### config.mk
export PLATFORM = sky130hd
export DESIGN_NAME = decode_execute_stage
export DESIGN_NICKNAME = d
export VERILOG_FILES = /design/src/rtl/decode_execute_stage.sv
export SDC_FILE = /design/constraint.sdc
export NUM_CORES = 1
export LEC_CHECK = 0
export ABC_AREA = 1
export CAP_MARGIN = 5
export CORE_ASPECT_RATIO = 0.75
export CORE_MARGIN = 2
export CORE_UTILIZATION = 37
export CTS_CLUSTER_SIZE = 28
export DETAILED_ROUTE_END_ITERATION = 8
export HOLD_SLACK_MARGIN = 0.12
export PLACE_DENSITY = 0.75
export SLEW_MARGIN = 15
export SYNTH_ARGS = -nofsm -noshare
export SYNTH_HDL_FRONTEND = slang
export SYNTH_SLANG_ARGS = --single-unit
export TNS_END_PERCENT = 50
### constraint.sdc
create_clock -name clk -period 1.1 [get_ports clk]
set_input_delay 0.22 -clock clk [delete_from_list [all_inputs] [get_ports clk]]
set_output_delay 0.22 -clock clk [all_outputs]
set_load 0.01 [all_outputs]
### src/rtl/decode_execute_stage.sv
// -----------------------------------------------------------------------------
// decode_execute_stage
//
// Pipeline register between the decode (D) and execute (E) stages of the
// RISC-V core. On each rising edge of clk it captures the decoded instruction
// bundle and presents it to the execute stage on registered outputs. A valid
// instruction that is being stalled is frozen in place. An invalid bubble is
// always overwritten, even while stall is high.
//
// Optional feature macro: DE_STAGE_FLUSH_EN
//   Defined   -> a `flush` input exists. flush=1 at a rising edge clears the
//                whole stage to zero, including valid_out. Flush takes priority
//                over stall. Reset still takes priority over flush.
//   Undefined -> there is no flush port.
//
// Parameters
//   WORD_SIZE        width of pc, s1, s2 and immediate (default `WORD_SIZE, 32)
//
// Ports
//   clk                   in   1          rising-edge clock
//   rst_n                 in   1          asynchronous active-low reset
//   instruction_type      in   2          decoded instruction class
//   pc                    in   WORD_SIZE  instruction PC
//   opcode                in   7          RISC-V opcode
//   funct7                in   7          funct7 field
//   funct3                in   3          funct3 field
//   s1                    in   WORD_SIZE  source operand 1 value
//   s2                    in   WORD_SIZE  source operand 2 value
//   immediate             in   WORD_SIZE  sign-extended immediate
//   stall                 in   1          hazard/stall request from downstream
//   valid                 in   1          the instruction in this stage is valid
//   flush                 in   1          squash request (DE_STAGE_FLUSH_EN only)
//   instruction_type_out .. immediate_out   registered copies of the inputs
//   valid_out             out  1          registered valid
// -----------------------------------------------------------------------------

`ifndef WORD_SIZE
`define WORD_SIZE 32
`endif

module decode_execute_stage #(
  parameter int WORD_SIZE = `WORD_SIZE
) (
  input  logic                 clk,
  input  logic                 rst_n,
  input  logic [1:0]           instruction_type,
  input  logic [WORD_SIZE-1:0] pc,
  input  logic [6:0]           opcode,
  input  logic [6:0]           funct7,
  input  logic [2:0]           funct3,
  input  logic [WORD_SIZE-1:0] s1,
  input  logic [WORD_SIZE-1:0] s2,
  input  logic [WORD_SIZE-1:0] immediate,
  input  logic                 stall,
  input  logic                 valid,
`ifdef DE_STAGE_FLUSH_EN
  input  logic                 flush,
`endif
  output logic [1:0]           instruction_type_out,
  output logic [WORD_SIZE-1:0] pc_out,
  output logic [6:0]           opcode_out,
  output logic [6:0]           funct7_out,
  output logic [2:0]           funct3_out,
  output logic [WORD_SIZE-1:0] s1_out,
  output logic [WORD_SIZE-1:0] s2_out,
  output logic [WORD_SIZE-1:0] immediate_out,
  output logic                 valid_out
);

  // Only a valid instruction can be frozen; bubbles are always replaced.
  logic wenable;
  assign wenable = ~(stall & valid);

  logic [1:0]           instruction_type_reg;
  logic [WORD_SIZE-1:0] pc_reg;
  logic [6:0]           opcode_reg;
  logic [6:0]           funct7_reg;
  logic [2:0]           funct3_reg;
  logic [WORD_SIZE-1:0] s1_reg;
  logic [WORD_SIZE-1:0] s2_reg;
  logic [WORD_SIZE-1:0] immediate_reg;
  logic                 valid_reg;

  always_ff @(posedge clk or negedge rst_n) begin
    if (!rst_n) begin
      instruction_type_reg <= '0;
      pc_reg               <= '0;
      opcode_reg           <= '0;
      funct7_reg           <= '0;
      funct3_reg           <= '0;
      s1_reg               <= '0;
      s2_reg               <= '0;
      immediate_reg        <= '0;
      valid_reg            <= 1'b0;
    end
`ifdef DE_STAGE_FLUSH_EN
    // Squash overrides a stall: the stage is emptied even if frozen.
    else if (flush) begin
      instruction_type_reg <= '0;
      pc_reg               <= '0;
      opcode_reg           <= '0;
      funct7_reg           <= '0;
      funct3_reg           <= '0;
      s1_reg               <= '0;
      s2_reg               <= '0;
      immediate_reg        <= '0;
      valid_reg            <= 1'b0;
    end
`endif
    else if (wenable) begin
      instruction_type_reg <= instruction_type;
      pc_reg               <= pc;
      opcode_reg           <= opcode;
      funct7_reg           <= funct7;
      funct3_reg           <= funct3;
      s1_reg               <= s1;
      s2_reg               <= s2;
      immediate_reg        <= immediate;
      valid_reg            <= valid;
    end
  end

  assign instruction_type_out = instruction_type_reg;
  assign pc_out               = pc_reg;
  assign opcode_out           = opcode_reg;
  assign funct7_out           = funct7_reg;
  assign funct3_out           = funct3_reg;
  assign s1_out               = s1_reg;
  assign s2_out               = s2_reg;
  assign immediate_out        = immediate_reg;
  assign valid_out            = valid_reg;

endmodule

==> results of run 1 <==
power groups by stage:
stage               Combinational, W  Sequential [W]  Clock, W
floorplan                   0.000670         0.00645         0
global placement             0.00274         0.00622         0
detailed placement           0.00275         0.00623         0
CTS                          0.00256         0.00615   0.00658
global route                 0.00292         0.00621   0.00687
finish                       0.00269         0.00617   0.00646
logic make-up (layout without fill, tap and decap cells):
logic type / Yosys count / after routing
flip-flops: 148 / 148
AO/OA/AOI/OAI: 1 / 1
buffers and inverters: 52 / 402
AND/OR/NAND/NOR: 442 / 442
flip-flops by register name, indices dropped and copies added, names as in the netlist:
signal,cells
instruction_type_out,2
valid_out,1
opcode_out,7
pc_out,32
funct3_out,3
s1_out,32
s2_out,32
funct7_out,7
immediate_out,32
worst paths after layout:
| kind | from | cells after the start | slack, ns | to |
|---|---|---|---|---|
| hold / removal | valid | 4 | 0.27 | s1_out[12] |
| max in group asynchronous | rst_n | 3 | 0.32 | immediate_out[5] |
| min in group asynchronous | rst_n | 2 | 0.29 | opcode_out[2] |
| setup / recovery | immediate_out[20] | 1 | -0.07 | immediate_out[20] |
| setup reg to reg | opcode_out[5] | 4 | 0.18 | opcode_out[5] |
| hold reg to reg | immediate_out[12] | 2 | 0.50 | immediate_out[12] |
routing by layer:
layer / up-vias / wire length, µm / global-route usage [%]
li1: 2734 / - / -
met1: 2640 / 7770 / 27.1
met2: 227 / 9260 / 37.7
met3: 35 / 1850 / 8.59
met4: 0 / 410 / 7.05
met5: - / 0 / 0
stage by stage:
step                setup TNS, ns  utilization (%)  std cells  setup slack [ns]
floorplan                       0                -        643             0.182
global placement           -0.345             59.7       1124           -0.0486
detailed placement         -0.428             59.7       1124           -0.0510
CTS                        -10.40             61.8       1177            -0.100
global route               -13.67             63.4       1198            -0.121
finish                      -7.29             63.4       1198           -0.0709
final cells by class:
type                       count  area share (%)
clock inverter                12            2.04
inverter                       2          0.0770
clock buffer                  20            4.68
multi-input combinational    443            19.0
sequential                   148            38.0
tap                          205            2.63
timing repair buffer         368            33.6
what timing repair did:
item | in CTS | in global routing
hold buffers | 1 | 0
hold endpoints to repair | 148 | 0
buffers inserted | 20 | 21
gates cloned | 0 | 0
resized for setup | 633 | 17
setup endpoints to repair | 148 | 148
cell usage in the layout (no fill, tap or decap), drive strengths merged:
master and count:
nand2 295, buf 220, dfrtp 148, nand3 147
clkdlybuf4s50 147, clkbuf 20, bufinv 5, clkinv 4
inv 4, a21oi 1, clkinvlp 1, dlygate4sd3 1
==> flow_summary.ini, run 1 <==
[pwr]
ir_worst_vdd_mv = 1.12
p_leak_nw = 5.07
powerDensity_nw_per_um2 = 1570
combPwrFrac_pct = 17.5
p_switching_w = 0.00380
switching_share_pct = 24.8
p_total_w = 0.0153
seq_power_share_pct = 40.3
p_int_w = 0.0115
power.share.clock_pct = 42.2

[detailed_routing]
drt_wl_total_um = 19300
final_antenna_net_count = 0
wire_per_inst_um = 16.1
drt_iter0_markers = 268
routed_via_density = 4.70
num_vias = 5636
first_pass_iters = 5
drc = 0

[floorplanning]
rows = 39
io_pins = 299
core_area_um2 = 15400
dieArea_um2 = 16900
die_w_um = 149
initial_core_util_pct = 38.1
die_h_um = 113

[timing]
rsz0062_at_grt = true
final.setup.worst_slack_ns = -0.0709
slew_headroom_pct = 75.9
post-route-period-util_pct = 106
final.min_clock_period_ns = 1.17
finalHoldViolations = 0
setup_viol = 148
tightest_slew_ns = 0.361
skew_ns = 0
max_freq_ghz = 0.854
hold_ws_ns = 0.267
slew_viol_final = 0

[yosys]
synth_cell_type_count = 8
avgSynthCellArea_um2 = 9.11
synthMuxAreaShare_pct = 0
async_flop_share_pct = 100
yosysSeqAreaShare_pct = 63.2
yosys.area.top_type = dfrtp_1
yosysWarnings = 0
synth_edf_count = 0
syn_nets = 794
synthFlopType = dfrtp_1
syn_inst = 643
synth_xor_area_share_pct = 0
yosysMostFrequentCell = nand2_1
yosys-top-cells-count = nand2_1, dfrtp_1, nand3_1
synthSimpleGateAreaFrac_pct = 31.5
ys_ff_latch = 148
synth_compound_area_share_pct = 0.0855
yosysTopAreaCellShare_pct = 63.2
synth_top_family_by_area = simple AND/OR/NAND/NOR gates
synth-adder-area-share_pct = 0
syn-cell-area_um2 = 5860
synth_area_leaders = dfrtp_1, nand2_1, nand3_1

[final_layout]
multi_input_area_um2 = 1860
fin_nets = 1131
diodes = 0
stdcell_area_um2 = 9750
fillCellCount = 1246
syn_to_final_growth_pct = 66.5
layout-drive-gt1-share_pct = 25.4
seq_area_um2 = 3700

[grt]
grt_start_max_net_pins = 80
antenna_found_initial = 0
track_usage_pct = 22.6
grt_pass1_vias = 5743
grt_pass1_wl_um = 29700
overflow = 0

[clock_network]
cts.sinks = 148
clockRootBuffer = clkbuf_16
cts_max_level = 4
worst_skew_pair.late_latency_ns = 0.41
cts_tree = built
clk_path_buf_depth = 2
clkTransAtPathRegs_ns = 0.06
cts_inserted_buffers = 17

[worst_setup_path]
critPathKind = reg2out
required_ns = 0.88
worstPathCellList = buf_2
slowest_delay_ns = 0.39
critPathBufInv = 1
critPathTopFamily = flip-flops
slowest_stage = dfrtp_1
cp-start-kind = flip-flop
worstPathMaxFanout = 2
arrival_ns = 0.95
end_kind = primary output

[place]
routabilityCongestion = 0.783
placed_cell_area_um2 = 9180
dp_hpwl_um = 12600
io_buffer_count = 298

[run]
drv_cap = 0

[status]
violations = setup timing
outcome = finished with violations

[hold_path]
hold_class = in2reg
(Power assumes the default switching activity.)
==> run 2: changes to the inputs <==
- GPL_TIMING_DRIVEN: default -> 1
==> results of run 2 <==
The final DEF is identical to that of run 1; final timing and power are the same.
